===== src/rtl/gold_nic_if.sv =====
// Processor register window and router local-port handshakes for gold_nic.
// The slave modport is the NIC view; master is the processor/router side.
interface gold_nic_if #(
  parameter int PACKET_SIZE = 64
);
  logic [1:0]             addr;
  logic [PACKET_SIZE-1:0] d_in;
  logic [PACKET_SIZE-1:0] d_out;
  logic                   nicEn;
  logic                   nicEnWR;

  logic                   net_si;
  logic                   net_ri;
  logic [PACKET_SIZE-1:0] net_di;
  logic                   net_so;
  logic                   net_ro;
  logic [PACKET_SIZE-1:0] net_do;
  logic                   net_polarity;

  modport slave (
    input  addr, d_in, nicEn, nicEnWR,
    input  net_si, net_di, net_ro, net_polarity,
    output d_out, net_ri, net_so, net_do
  );

  modport master (
    output addr, d_in, nicEn, nicEnWR,
    output net_si, net_di, net_ro, net_polarity,
    input  d_out, net_ri, net_so, net_do
  );
endinterface


===== src/rtl/gold_nic.sv =====
// Network interface controller: one-entry input and output channels between a
// processor register window and a gold_router local port.
module gold_nic #(
  parameter int PACKET_SIZE = 64
) (
  input  logic     clk,
  input  logic     reset,
  gold_nic_if.slave bus
);
  localparam int VC_BIT = PACKET_SIZE - 1;

  typedef enum logic [1:0] {
    A_IN_BUF   = 2'b00,
    A_IN_STAT  = 2'b01,
    A_OUT_BUF  = 2'b10,
    A_OUT_STAT = 2'b11
  } addr_e;

  // Handshake semantics: a transfer happens on a rising edge where the sender's
  // send flag and the receiver's ready flag are both high in the same cycle.

  logic [PACKET_SIZE-1:0] in_buf;
  logic                   in_full;
  logic [PACKET_SIZE-1:0] out_buf;
  logic                   out_full;
  logic [PACKET_SIZE-1:0] d_out_q;

  logic                   rd_en;
  logic                   wr_en;
  addr_e                  sel;
  logic                   in_take;
  logic                   in_capture;
  logic                   out_load;
  logic                   out_send;
  logic [PACKET_SIZE-1:0] rd_data;

  always_comb begin
    sel        = addr_e'(bus.addr);
    rd_en      = bus.nicEn & ~bus.nicEnWR;
    wr_en      = bus.nicEn &  bus.nicEnWR;
    in_take    = rd_en & (sel == A_IN_BUF) & in_full;
    in_capture = bus.net_si & ~in_full;
    // A packet may only leave in the ring phase opposite to its VC bit.
    out_send   = out_full & bus.net_ro & (bus.net_polarity != out_buf[VC_BIT]);
    out_load   = wr_en & (sel == A_OUT_BUF) & ~out_full;
  end

  always_comb begin
    rd_data = '0;
    case (sel)
      A_IN_BUF:   rd_data    = in_buf;
      A_IN_STAT:  rd_data[0] = in_full;
      A_OUT_BUF:  rd_data    = out_buf;
      A_OUT_STAT: rd_data[0] = out_full;
      default:    rd_data    = '0;
    endcase
  end

  // Input channel: capture only when empty, free on a buffer read.
  always_ff @(posedge clk or negedge reset) begin
    if (!reset) begin
      in_buf  <= '0;
      in_full <= 1'b0;
    end else begin
      if (in_capture) begin
        in_buf  <= bus.net_di;
        in_full <= 1'b1;
      end else if (in_take) begin
        in_full <= 1'b0;
      end
    end
  end

  // Output channel: writes while full are dropped; out_buf is kept after send.
  always_ff @(posedge clk or negedge reset) begin
    if (!reset) begin
      out_buf  <= '0;
      out_full <= 1'b0;
    end else begin
      if (out_load) begin
        out_buf  <= bus.d_in;
        out_full <= 1'b1;
      end else if (out_send) begin
        out_full <= 1'b0;
      end
    end
  end

  always_ff @(posedge clk or negedge reset) begin
    if (!reset) begin
      d_out_q <= '0;
    end else if (rd_en) begin
      d_out_q <= rd_data;
    end
  end

  assign bus.d_out  = d_out_q;
  assign bus.net_ri = ~in_full;
  assign bus.net_so = out_send;
  assign bus.net_do = out_buf;

endmodule


===== src/flat_wrapper.sv =====
// flat-port wrapper written by rule: the top's interface ports become plain ports
module gold_nic_flat 
#(
  parameter int PACKET_SIZE = 64
)
  (clk, reset, bus_addr, bus_d_in, bus_nicEn, bus_nicEnWR, bus_net_si, bus_net_di, bus_net_ro, bus_net_polarity, bus_d_out, bus_net_ri, bus_net_so, bus_net_do);
  gold_nic_if #(.PACKET_SIZE(PACKET_SIZE)) bus_i ();
  input  logic clk;
  input  logic reset;
  input wire logic [$bits(bus_i.addr)-1:0] bus_addr;
  input wire logic [$bits(bus_i.d_in)-1:0] bus_d_in;
  input wire logic [$bits(bus_i.nicEn)-1:0] bus_nicEn;
  input wire logic [$bits(bus_i.nicEnWR)-1:0] bus_nicEnWR;
  input wire logic [$bits(bus_i.net_si)-1:0] bus_net_si;
  input wire logic [$bits(bus_i.net_di)-1:0] bus_net_di;
  input wire logic [$bits(bus_i.net_ro)-1:0] bus_net_ro;
  input wire logic [$bits(bus_i.net_polarity)-1:0] bus_net_polarity;
  output wire logic [$bits(bus_i.d_out)-1:0] bus_d_out;
  output wire logic [$bits(bus_i.net_ri)-1:0] bus_net_ri;
  output wire logic [$bits(bus_i.net_so)-1:0] bus_net_so;
  output wire logic [$bits(bus_i.net_do)-1:0] bus_net_do;
  assign bus_i.addr = bus_addr;
  assign bus_i.d_in = bus_d_in;
  assign bus_i.nicEn = bus_nicEn;
  assign bus_i.nicEnWR = bus_nicEnWR;
  assign bus_i.net_si = bus_net_si;
  assign bus_i.net_di = bus_net_di;
  assign bus_i.net_ro = bus_net_ro;
  assign bus_i.net_polarity = bus_net_polarity;
  assign bus_d_out = bus_i.d_out;
  assign bus_net_ri = bus_i.net_ri;
  assign bus_net_so = bus_i.net_so;
  assign bus_net_do = bus_i.net_do;
  gold_nic #(.PACKET_SIZE(PACKET_SIZE)) u_core (.clk(clk), .reset(reset), .bus(bus_i));
endmodule

===== config.mk =====
export PLATFORM = sky130hd
export DESIGN_NAME = gold_nic_flat
export DESIGN_NICKNAME = d
export VERILOG_FILES = /design/src/rtl/gold_nic_if.sv /design/src/rtl/gold_nic.sv /design/src/flat_wrapper.sv
export SDC_FILE = /design/constraint.sdc
export NUM_CORES = 1
export LEC_CHECK = 0
export CAP_MARGIN = 20
export CORE_AREA = 2 2 137 139
export CTS_CLUSTER_DIAMETER = 100
export DETAILED_ROUTE_END_ITERATION = 10
export DIE_AREA = 0 0 139 141
export PLACE_DENSITY = 0.78
export SETUP_SLACK_MARGIN = 0.4
export SLEW_MARGIN = 40
export SYNTH_ARGS = -nofsm -noshare
export SYNTH_HDL_FRONTEND = slang
export SYNTH_SLANG_ARGS = --single-unit

===== constraint.sdc =====
create_clock -name clk -period 1.8 [get_ports clk]
set_input_delay 0.18 -clock clk [delete_from_list [all_inputs] [get_ports clk]]
set_output_delay 0.18 -clock clk [all_outputs]
set_load 0.02 [all_outputs]

==> impl_metrics.toml, run 1 <==
[clock_tree]
htreeDepth = 4
path_clk_slew_ps = 70
clock_latency_ps = 430
clockRootBuffer = "clkbuf_16"
cts-buffers-inserted = 17
clkSinkCount = 194
cts_max_path_buffers = 2
cts_tree = "done"

[timing]
fmax_ghz = 0.6444
worst_slew_pin_slew_ps = 490.2
hold_viol = 0
fin_skew_ps = 10.70
rsz0062_at_grt = "true"
fin_crit_sh = 0.8622
slew_headroom = 0.6732
period_needed_ps = 1552
setup_tns_ps = 0
setup_viol = 0
setup_slack_ps = 248.1
drv_slew = 0

[power_and_ir_drop]
irDropWorstVdd_v = 0.0007742
powerDensity_mw_per_mm2 = 1540
p_leak_nw = 5.698

[final_layout]
antenna_cells = 0
finalNonFillerCells = 1090
area_growth_pct = 47.38
layout_common_cells = "193 x dfrtp_1, 134 x clkdlybuf4s50_1, 108 x dlygate4sd2_1"
drive_gt1_frac = 0.2407
final_common_cell = "dfrtp_1"
nets = 980

[synthesis]
ys_seq_area_frac = 0.6089
muxShareOfSynthArea = 0.2872
yosys.area.top_type = "dfrtp_1"
syn-instance-count = 560
synthSimpleGateAreaFrac = 0.03468
syn_nets = 697
yosys_warnings = 0
synth_area_mm2 = 0.007973
synth_area_leaders = "dfrtp_1 61%, mux2_2 11%, mux2_4 9.2%, mux2i_1 7.9%, nand2_1 3.0%"
ys_ff_latch = 194
synth_adder_area_share = 0
syn_avg_cell_area_um2 = 14.24
synth_top_area_frac = 0.6089
synth_top_family_by_area = "multiplexers"
synth_cell_types = 22
synth_compound_area_frac = 0.04112
synth_xor_area_frac = 0.001099

[detailed_routing]
viasPerCell = 5.002
dr.pass1.iters = 4
via_count = 5452
finalWirelength_um = 20610
wl_per_cell_um = 18.91
drc = 0
antenna_left = 0
first_iter_violations = 208

[flow_run]
max_cap_viol_count = 0

[worst_setup_path]
cp.arrival_ps = 1370
crit_path_end_kind = "primary output"
cpPeakStageDelay_ps = 420
crit_path_start_kind = "register"
cp.required_ps = 1620
cp_slowest_cell = "dfrtp_1"
cp_cell_sequence = "xor2_1 > and3_4 > buf_6"
critPathTopFamily = "flip-flops"
crit_buf_inv = 1
crit_type = "register to primary output"
path_max_fanout = 4

[placed_design]
port_buffers = 266
place.gp.congestion = 0.7706
post-place-ws_ps = -65.66
place_inst = 1046
dp_hpwl_um = 13650

[floorplanning]
die_y_um = 141
initial_core_util = 0.4364
fp.dieW_um = 139
row_count = 50
core-area_mm2 = 0.01827
ios = 267
dieArea_mm2 = 0.01960

[status]
status = "finished, final reports clean"

[global_routing]
gr-usage-all-layers = 0.2086
grt-ovfl-total = 0
grt_pass1_vias = 5775
grt_pass1_wl_um = 32020
antenna_found_initial = 0
grt_max_degree = 66

[worst_hold_path]
hp-class = "input pin to register"
## flip-flops by register name, indices dropped and copies added, names as in the netlist
register	cells
u_core.in_buf	64
u_core.bus.net_do	64
u_core.out_full	1
u_core.in_full	1
u_core.bus.d_out	64
## worst paths after layout
check / from / end / slack, ps / cells after the start
max in group asynchronous: reset / u_core.in_buf[11] / 830 / 3
max reg2reg: u_core.out_full / u_core.bus.net_do[28] / 350 / 5
min reg2reg: u_core.bus.d_out[20] / u_core.bus.d_out[20] / 470 / 2
min in group asynchronous: reset / u_core.bus.net_do[61] / 250 / 2
max: u_core.bus.net_do[63] / bus_net_so / 250 / 3
min: bus_addr[1] / u_core.bus.d_out[63] / 160 / 3
## report_power, final
part	switching, W	total [W]	internal (W)
Sequential	0.00124	0.00743	0.00619
Combinational	0.00310	0.00665	0.00355
Clock	0.00178	0.00401	0.00223
Total	0.00613	0.0181	0.0120
## worst reg2reg max path: stages, from the launching register on
cell       delay (ps)
dfrtp_1           420
nor2_1            100
nand4_1           140
buf_6             200
clkbuf_16         180
mux2_4            300
## logic make-up (layout without fill, tap and decap cells)
logic type                after synthesis  after routing
AOI/OAI and AO/OA                      65             65
xor gates and xnor gates                1              1
muxes                                 193            193
buffers and inverters                  37            333
DFF                                   194            194
and+or+nand+nor                        70             70
## routing by layer
metal | track usage | vias up | part of all wire | routed length, um
met4 | 0.06007 | 0 | 0.013 | 277
met2 | 0.3308 | 191 | 0.47 | 9746
met3 | 0.07201 | 18 | 0.074 | 1532
met5 | 0 | - | 0 | 0
li1 | - | 2526 | - | -
met1 | 0.2746 | 2717 | 0.44 | 9055
## Yosys cell counts
library cell / count
inv_1: 2
nor2_1: 1
o21ai_0: 44
o21ai_1: 20
xor2_1: 1
nand2b_1: 1
mux4_2: 1
buf_4: 6
o21bai_1: 1
or2_1: 1
buf_2: 13
mux2_4: 49
clkbuf_1: 11
buf_6: 5
nor2b_1: 1
nor3_1: 1
mux2i_1: 63
nand4_1: 1
and3_1: 1
nand2_1: 63
mux2_2: 80
dfrtp_1: 194
## stage by stage
stage          hold WS (ps)  total power, W  utilization  instance area [um^2]
6_report              162.3         0.01809       0.6432                 11750
5_1_grt               179.4         0.01909       0.6432                 11750
4_1_cts               147.1         0.01803       0.6311                 11530
3_5_place_dp          159.2         0.01474       0.6029                 11010
3_3_place_gp          162.2         0.01453       0.6029                 11010
2_1_floorplan        -115.6         0.01125            -                  7973
## area by class of cell
| class | count | area, um^2 |
|---|---|---|
| Multi-Input combinational cell | 329 | 2922 |
| Fill cell | 1412 | 6518 |
| Clock inverter | 12 | 163.9 |
| Clock buffer | 20 | 466.7 |
| Sequential cell | 194 | 4856 |
| Timing Repair Buffer | 299 | 3042 |
| Tap cell | 234 | 292.8 |
| Inverter | 2 | 7.507 |
## timing repair
item | in CTS | in global routing
hold endpoints to repair | 45 | 0
resized for setup | 144 | 29
gates cloned | 0 | 6
pin swaps | 1 | 2
hold buffers | 1 | 0
setup buffers | 3 | 2
setup endpoints to repair | 161 | 91
Power figures use the tool's default switching activity.
==> inputs of run 2 (changes only) <==
--- a/config.mk
+++ b/config.mk
@@ -8,6 +8,7 @@
 export CAP_MARGIN = 20
 export CORE_AREA = 2 2 137 139
 export CTS_CLUSTER_DIAMETER = 100
+export CTS_CLUSTER_SIZE = 14
 export DETAILED_ROUTE_END_ITERATION = 10
 export DIE_AREA = 0 0 139 141
 export PLACE_DENSITY = 0.78
==> results of run 2 <==
Final layout, timing and power as in run 1 (identical DEF).
